`config.mk`:
```
export PLATFORM = sky130hd
export DESIGN_NAME = reset_receiver
export DESIGN_NICKNAME = d
export VERILOG_FILES = /design/src/rtl/reset_receiver.sv
export SDC_FILE = /design/constraint.sdc
export NUM_CORES = 1
export LEC_CHECK = 0
export BUFFER_PORTS_ARGS = -buffer_cell sky130_fd_sc_hd__buf_2
export CAP_MARGIN = 20
export CORE_ASPECT_RATIO = 0.75
export CORE_MARGIN = 10
export CORE_UTILIZATION = 60
export DETAILED_ROUTE_END_ITERATION = 10
export PLACE_DENSITY = 0.87
export SETUP_SLACK_MARGIN = 0.05
export SLEW_MARGIN = 5
export SYNTH_ARGS = -nofsm -noshare
export SYNTH_HDL_FRONTEND = slang
export SYNTH_SLANG_ARGS = --single-unit
export TNS_END_PERCENT = 30
```
`constraint.sdc`:
```
create_clock -name clock -period 4.5 [get_ports clock]
set_clock_uncertainty 0.2 [all_clocks]
set_input_delay 0.675 -clock clock [delete_from_list [all_inputs] [get_ports clock]]
set_output_delay 0.675 -clock clock [all_outputs]
set_load 0.05 [all_outputs]
```
`src/rtl/reset_receiver.sv`:
```
// reset_receiver: brings an asynchronous reset request into the local clock
// domain. It requires a minimum quiet time with the request low, then
// releases a bank of staged resets one at a time, lowest bit first.
module reset_receiver #(
  parameter int NUMBER_OF_STAGES    = 4,
  parameter int SYNCHRONIZER_DEPTH  = 2,
  parameter int MINIMUM_QUIET_LOG2  = 3,
  parameter int STAGE_DELAY_LOG2    = 4,
  parameter int EVENT_COUNTER_WIDTH = 8
) (
  input  logic                           clock,
  input  logic                           reset,
  input  logic                           upstream_reset_request,
  output logic [NUMBER_OF_STAGES-1:0]    stage_reset,
  output logic                           release_in_progress,
  output logic                           all_released,
  output logic [EVENT_COUNTER_WIDTH-1:0] reset_event_count
);

  // Counter widths are never zero, so degenerate parameter choices still elaborate.
  localparam int QW = (MINIMUM_QUIET_LOG2 > 0) ? MINIMUM_QUIET_LOG2 : 1;
  localparam int DW = (STAGE_DELAY_LOG2 > 0) ? STAGE_DELAY_LOG2 : 1;
  localparam int IW = (NUMBER_OF_STAGES > 1) ? $clog2(NUMBER_OF_STAGES) : 1;
  localparam int EW = EVENT_COUNTER_WIDTH;

  localparam logic [QW-1:0] QUIET_LAST = QW'((1 << MINIMUM_QUIET_LOG2) - 1);
  localparam logic [DW-1:0] DELAY_LAST = DW'((1 << STAGE_DELAY_LOG2) - 1);
  localparam logic [IW-1:0] LAST_INDEX = IW'(NUMBER_OF_STAGES - 1);

  typedef enum logic [1:0] {
    HOLD      = 2'd0,
    RELEASING = 2'd1,
    RUNNING   = 2'd2
  } state_t;

  // Power-up values match the values that reset loads.
  logic [SYNCHRONIZER_DEPTH-1:0] sync_chain_reg = '1;
  logic                          prev_sync_reg  = 1'b1;
  state_t                        state_reg      = HOLD;
  logic [QW-1:0]                 quiet_count_reg = '0;
  logic [DW-1:0]                 delay_count_reg = '0;
  logic [IW-1:0]                 stage_index_reg = '0;
  logic [NUMBER_OF_STAGES-1:0]   stage_reset_reg = '1;
  logic                          in_progress_reg = 1'b0;
  logic                          all_released_reg = 1'b0;
  logic [EW-1:0]                 event_count_reg = '0;

  state_t                        state_next;
  logic [QW-1:0]                 quiet_count_next;
  logic [DW-1:0]                 delay_count_next;
  logic [IW-1:0]                 stage_index_next;
  logic [NUMBER_OF_STAGES-1:0]   stage_reset_next;
  logic                          in_progress_next;
  logic                          all_released_next;
  logic [EW-1:0]                 event_count_next;

  logic                          sync_req;
  logic [NUMBER_OF_STAGES-1:0]   release_mask;

  assign sync_req = sync_chain_reg[SYNCHRONIZER_DEPTH-1];

  // One-hot select of the stage that the next delay expiry will release.
  generate
    for (genvar gi = 0; gi < NUMBER_OF_STAGES; gi++) begin : g_release_mask
      assign release_mask[gi] = (stage_index_reg == IW'(gi));
    end
  endgenerate

  // Request synchronizer; reset fills it with 1s so leaving reset never looks like a new request.
  always_ff @(posedge clock) begin
    if (reset) begin
      sync_chain_reg <= '1;
    end else begin
      sync_chain_reg <= {sync_chain_reg[SYNCHRONIZER_DEPTH-2:0], upstream_reset_request};
    end
  end

  // Next-state and registered-output logic for the release sequencer.
  always_comb begin
    state_next        = state_reg;
    quiet_count_next  = quiet_count_reg;
    delay_count_next  = delay_count_reg;
    stage_index_next  = stage_index_reg;
    stage_reset_next  = stage_reset_reg;
    in_progress_next  = in_progress_reg;
    all_released_next = all_released_reg;
    event_count_next  = event_count_reg;

    // Count rising edges of the synchronized request, holding at all-ones.
    if (sync_req && !prev_sync_reg && (event_count_reg != {EW{1'b1}})) begin
      event_count_next = event_count_reg + EW'(1);
    end

    if (sync_req) begin
      // A live request pulls every stage back into reset from any state.
      state_next        = HOLD;
      quiet_count_next  = '0;
      delay_count_next  = '0;
      stage_index_next  = '0;
      stage_reset_next  = '1;
      in_progress_next  = 1'b0;
      all_released_next = 1'b0;
    end else begin
      case (state_reg)
        HOLD: begin
          if (quiet_count_reg == QUIET_LAST) begin
            quiet_count_next    = '0;
            delay_count_next    = '0;
            stage_reset_next[0] = 1'b0;
            if (NUMBER_OF_STAGES == 1) begin
              state_next        = RUNNING;
              all_released_next = 1'b1;
            end else begin
              state_next       = RELEASING;
              in_progress_next = 1'b1;
              stage_index_next = IW'(1);
            end
          end else begin
            quiet_count_next = quiet_count_reg + QW'(1);
          end
        end
        RELEASING: begin
          if (delay_count_reg == DELAY_LAST) begin
            delay_count_next = '0;
            stage_reset_next = stage_reset_reg & ~release_mask;
            if (stage_index_reg == LAST_INDEX) begin
              state_next        = RUNNING;
              in_progress_next  = 1'b0;
              all_released_next = 1'b1;
            end else begin
              stage_index_next = stage_index_reg + IW'(1);
            end
          end else begin
            delay_count_next = delay_count_reg + DW'(1);
          end
        end
        RUNNING: begin
          state_next = RUNNING;
        end
        default: begin
          state_next       = HOLD;
          stage_reset_next = '1;
          in_progress_next = 1'b0;
          all_released_next = 1'b0;
        end
      endcase
    end
  end

  // State and output registers; local reset overrides everything.
  always_ff @(posedge clock) begin
    if (reset) begin
      prev_sync_reg    <= 1'b1;
      state_reg        <= HOLD;
      quiet_count_reg  <= '0;
      delay_count_reg  <= '0;
      stage_index_reg  <= '0;
      stage_reset_reg  <= '1;
      in_progress_reg  <= 1'b0;
      all_released_reg <= 1'b0;
      event_count_reg  <= '0;
    end else begin
      prev_sync_reg    <= sync_req;
      state_reg        <= state_next;
      quiet_count_reg  <= quiet_count_next;
      delay_count_reg  <= delay_count_next;
      stage_index_reg  <= stage_index_next;
      stage_reset_reg  <= stage_reset_next;
      in_progress_reg  <= in_progress_next;
      all_released_reg <= all_released_next;
      event_count_reg  <= event_count_next;
    end
  end

  assign stage_reset         = stage_reset_reg;
  assign release_in_progress = in_progress_reg;
  assign all_released        = all_released_reg;
  assign reset_event_count   = event_count_reg;

endmodule

```
==> metrics.cfg <==
[hold_path]
worstHoldStart=sync_chain_reg[0]$_SDFF_PP1_
min_path_cells=1
holdPathEnd=sync_chain_reg[1]$_SDFF_PP1_
hold_path.class=reg -> reg

[clock_tree]
cts_max_level=1
clk_path_buf_depth=2
cts_sinks=28
post-cts-setup-buffers=0
clk_latency_ps=350
cts_resized=0
cts_tree=yes
cts_made_buffers=3
root_buffer=clkbuf_4
clk_transition_reported_paths_ps=150
cts_hold_buf=0

[sta]
tns_ps=0
tightestPinTransition_ps=588
rsz0062_at_grt=false
report.final.hold_viol_count=0
setup_viol=0
fin_crit_sh=0.453
fmax_mhz=490
min_period_ps=2040
slew_violations=0
relSlewSlack=0.604

[setup_path]
regToRegEndpoint=stage_index_reg[0]$_SDFFE_PP0P_
endpoint_kind=flop
arrival_ps=2120
regToRegStartpoint=state_reg[1]$_SDFFE_PP0P_
crit_type=reg -> reg
cp_data_required_time_ps=4580
regToRegSetupSlack_ps=2460
reg2reg_depth=6
cp_max_fo=9
cp-start-kind=flop

[yosys]
syn_avg_cell_area_sq_um=9.58
syn_nets=156
async_reset_ff_frac=0
synth_mux_area_frac=0.0472
synth_ff_type=dfxtp_1
synthXorXnorAreaFrac=0.0259
synthSimpleGateAreaFrac=0.191
ys_types=41
synth_cells=141
synth_compound_area_frac=0.173
ys_ff_latch=28
synth_edf_count=0
yosysSeqAreaShare=0.415
synthAdderAreaFrac=0.111
synth_top_family_by_area=simple AND/OR/NAND/NOR gates
yosysWarnings=0
syn-cell-area_sq_mm=0.00135

[place]
port_buffers=16
hpwl_um=2110
gp_congestion=0.857
placed_cell_area_sq_mm=0.00144

[global_routing]
grt_pass1_vias=997
grt_pass1_wl_um=4800
antenna_found_initial=0
track_usage=0.134
grt-ovfl-total=0
grt_max_degree=17

[cells_and_area]
nNetsFinal=173
largest_reg_flops=8
diodes=0
drive_gt1_frac=0.185
syn_to_final_growth_pct=10.3
final_cell_area_sq_mm=0.00149

[die]
die_area_sq_mm=0.00457
fp.dieW_um=74.8
ios=17
initial_core_util=0.654
coreArea_sq_mm=0.00207
die_y_um=61.1
placementRows=14

[drt]
vias=1074
ant_nets=0
routed_via_density=5.93
drt_iter0_markers=101
drc=0
wl_um=2820
post_drt_wl_per_cell_um=15.6
drtPass1Iterations=5

[outcome]
status=finished clean

[power]
power.density_mw_per_mm2=288
irDropWorstVdd_mv=0.186
leakage_nw=0.594

[flow_run]
cap_violations=0

## cell usage in the layout, fill, tap and decap left out, types with 2 or more instances in the layout
cell type,count
nand2b_1,2
a21oi_1,9
or2_2,2
o21ai_0,3
nand3_1,7
or4_1,3
clkbuf_4,3
nor2b_1,2
xor2_1,3
a21o_1,4
nand4_1,3
mux2i_1,3
nor3_1,2
buf_2,16
dfxtp_1,28
ha_1,12
nand2_1,9
inv_1,6
o31ai_1,6
nor2_1,13
## through the flow
stage	power (mW)	hold WS [ps]	std cells	worst slack, ps	util
final	0.429	235	181	2460	0.721
after CTS	0.426	237	181	2450	0.721
after global placement	0.265	196	177	2530	0.696
after global routing	0.439	256	181	2240	0.721
after floorplan	0.263	189	141	2530	-
after detailed placement	0.265	203	177	2480	0.696
## worst max path at each step
stage                                      startpoint                                 to  cells past startpoint
floorplan           reset_event_count[0]$_SDFFE_PP0P_  reset_event_count[3]$_SDFFE_PP0P_                      6
global placement                                reset        stage_reset[3]$_SDFFE_PP1P_                      4
detailed placement                              reset        stage_reset[3]$_SDFFE_PP1P_                      4
CTS                         state_reg[0]$_SDFFE_PP0P_    stage_index_reg[0]$_SDFFE_PP0P_                      6
global route                state_reg[1]$_SDFFE_PP0P_    stage_index_reg[0]$_SDFFE_PP0P_                      6
finish                      state_reg[1]$_SDFFE_PP0P_    stage_index_reg[0]$_SDFFE_PP0P_                      6
## routing by layer
metal	vias to the layer above	track usage	share of wire
met5	-	0	0
met4	0	0.0349	0.019
met3	8	0.0482	0.068
met2	44	0.207	0.47
met1	485	0.176	0.44
li1	537	-	-
## critical path, cell delays in order (launching register included)
cell	delay, ps
dfxtp_1	350
inv_1	120
ha_1	460
mux2i_4	390
a21oi_1	100
and4b_1	210
nor3_1	150
## cell families after synthesis
family / after synthesis
AO/OA/AOI/OAI: 32
flip-flops: 28
multiplexers: 5
XOR/XNOR: 4
AND/OR/NAND/NOR: 49
buffers and inverters: 11
adder cells (fa/ha/maj): 12
## synth_stat cells, types with 3 or more instances
| cell type | n | area share |
|---|---|---|
| nor2_1 | 13 | 0.036 |
| ha_1 | 12 | 0.11 |
| xor2_1 | 3 | 0.019 |
| dfxtp_1 | 28 | 0.41 |
| inv_1 | 6 | 0.017 |
| o21ai_0 | 3 | 0.011 |
| or4_1 | 3 | 0.017 |
| o31ai_1 | 6 | 0.033 |
| a21oi_1 | 9 | 0.033 |
| a21o_1 | 4 | 0.022 |
| nand3_1 | 7 | 0.026 |
| nand4_1 | 3 | 0.014 |
| mux2i_1 | 3 | 0.022 |
| nand2_1 | 9 | 0.025 |
## area by class of cell
class	count	area, sq um
Multi-Input combinational cell	102	741
Sequential cell	28	561
Fill cell	161	577
Timing Repair Buffer	16	80.1
Inverter	7	26.3
Tap cell	24	30.0
Clock inverter	1	30.0
Clock buffer	3	22.5
## power by group
| group | switching, mW | total (mW) | internal, mW | leakage, nW |
|---|---|---|---|---|
| logic | 0.00624 | 0.00948 | 0.00325 | 0.340 |
| clock network | 0.0781 | 0.168 | 0.0903 | 0.0279 |
| registers | 0.000851 | 0.251 | 0.250 | 0.226 |
| total | 0.0852 | 0.429 | 0.343 | 0.594 |
No activity file was read; power rests on OpenSTA's default activity.
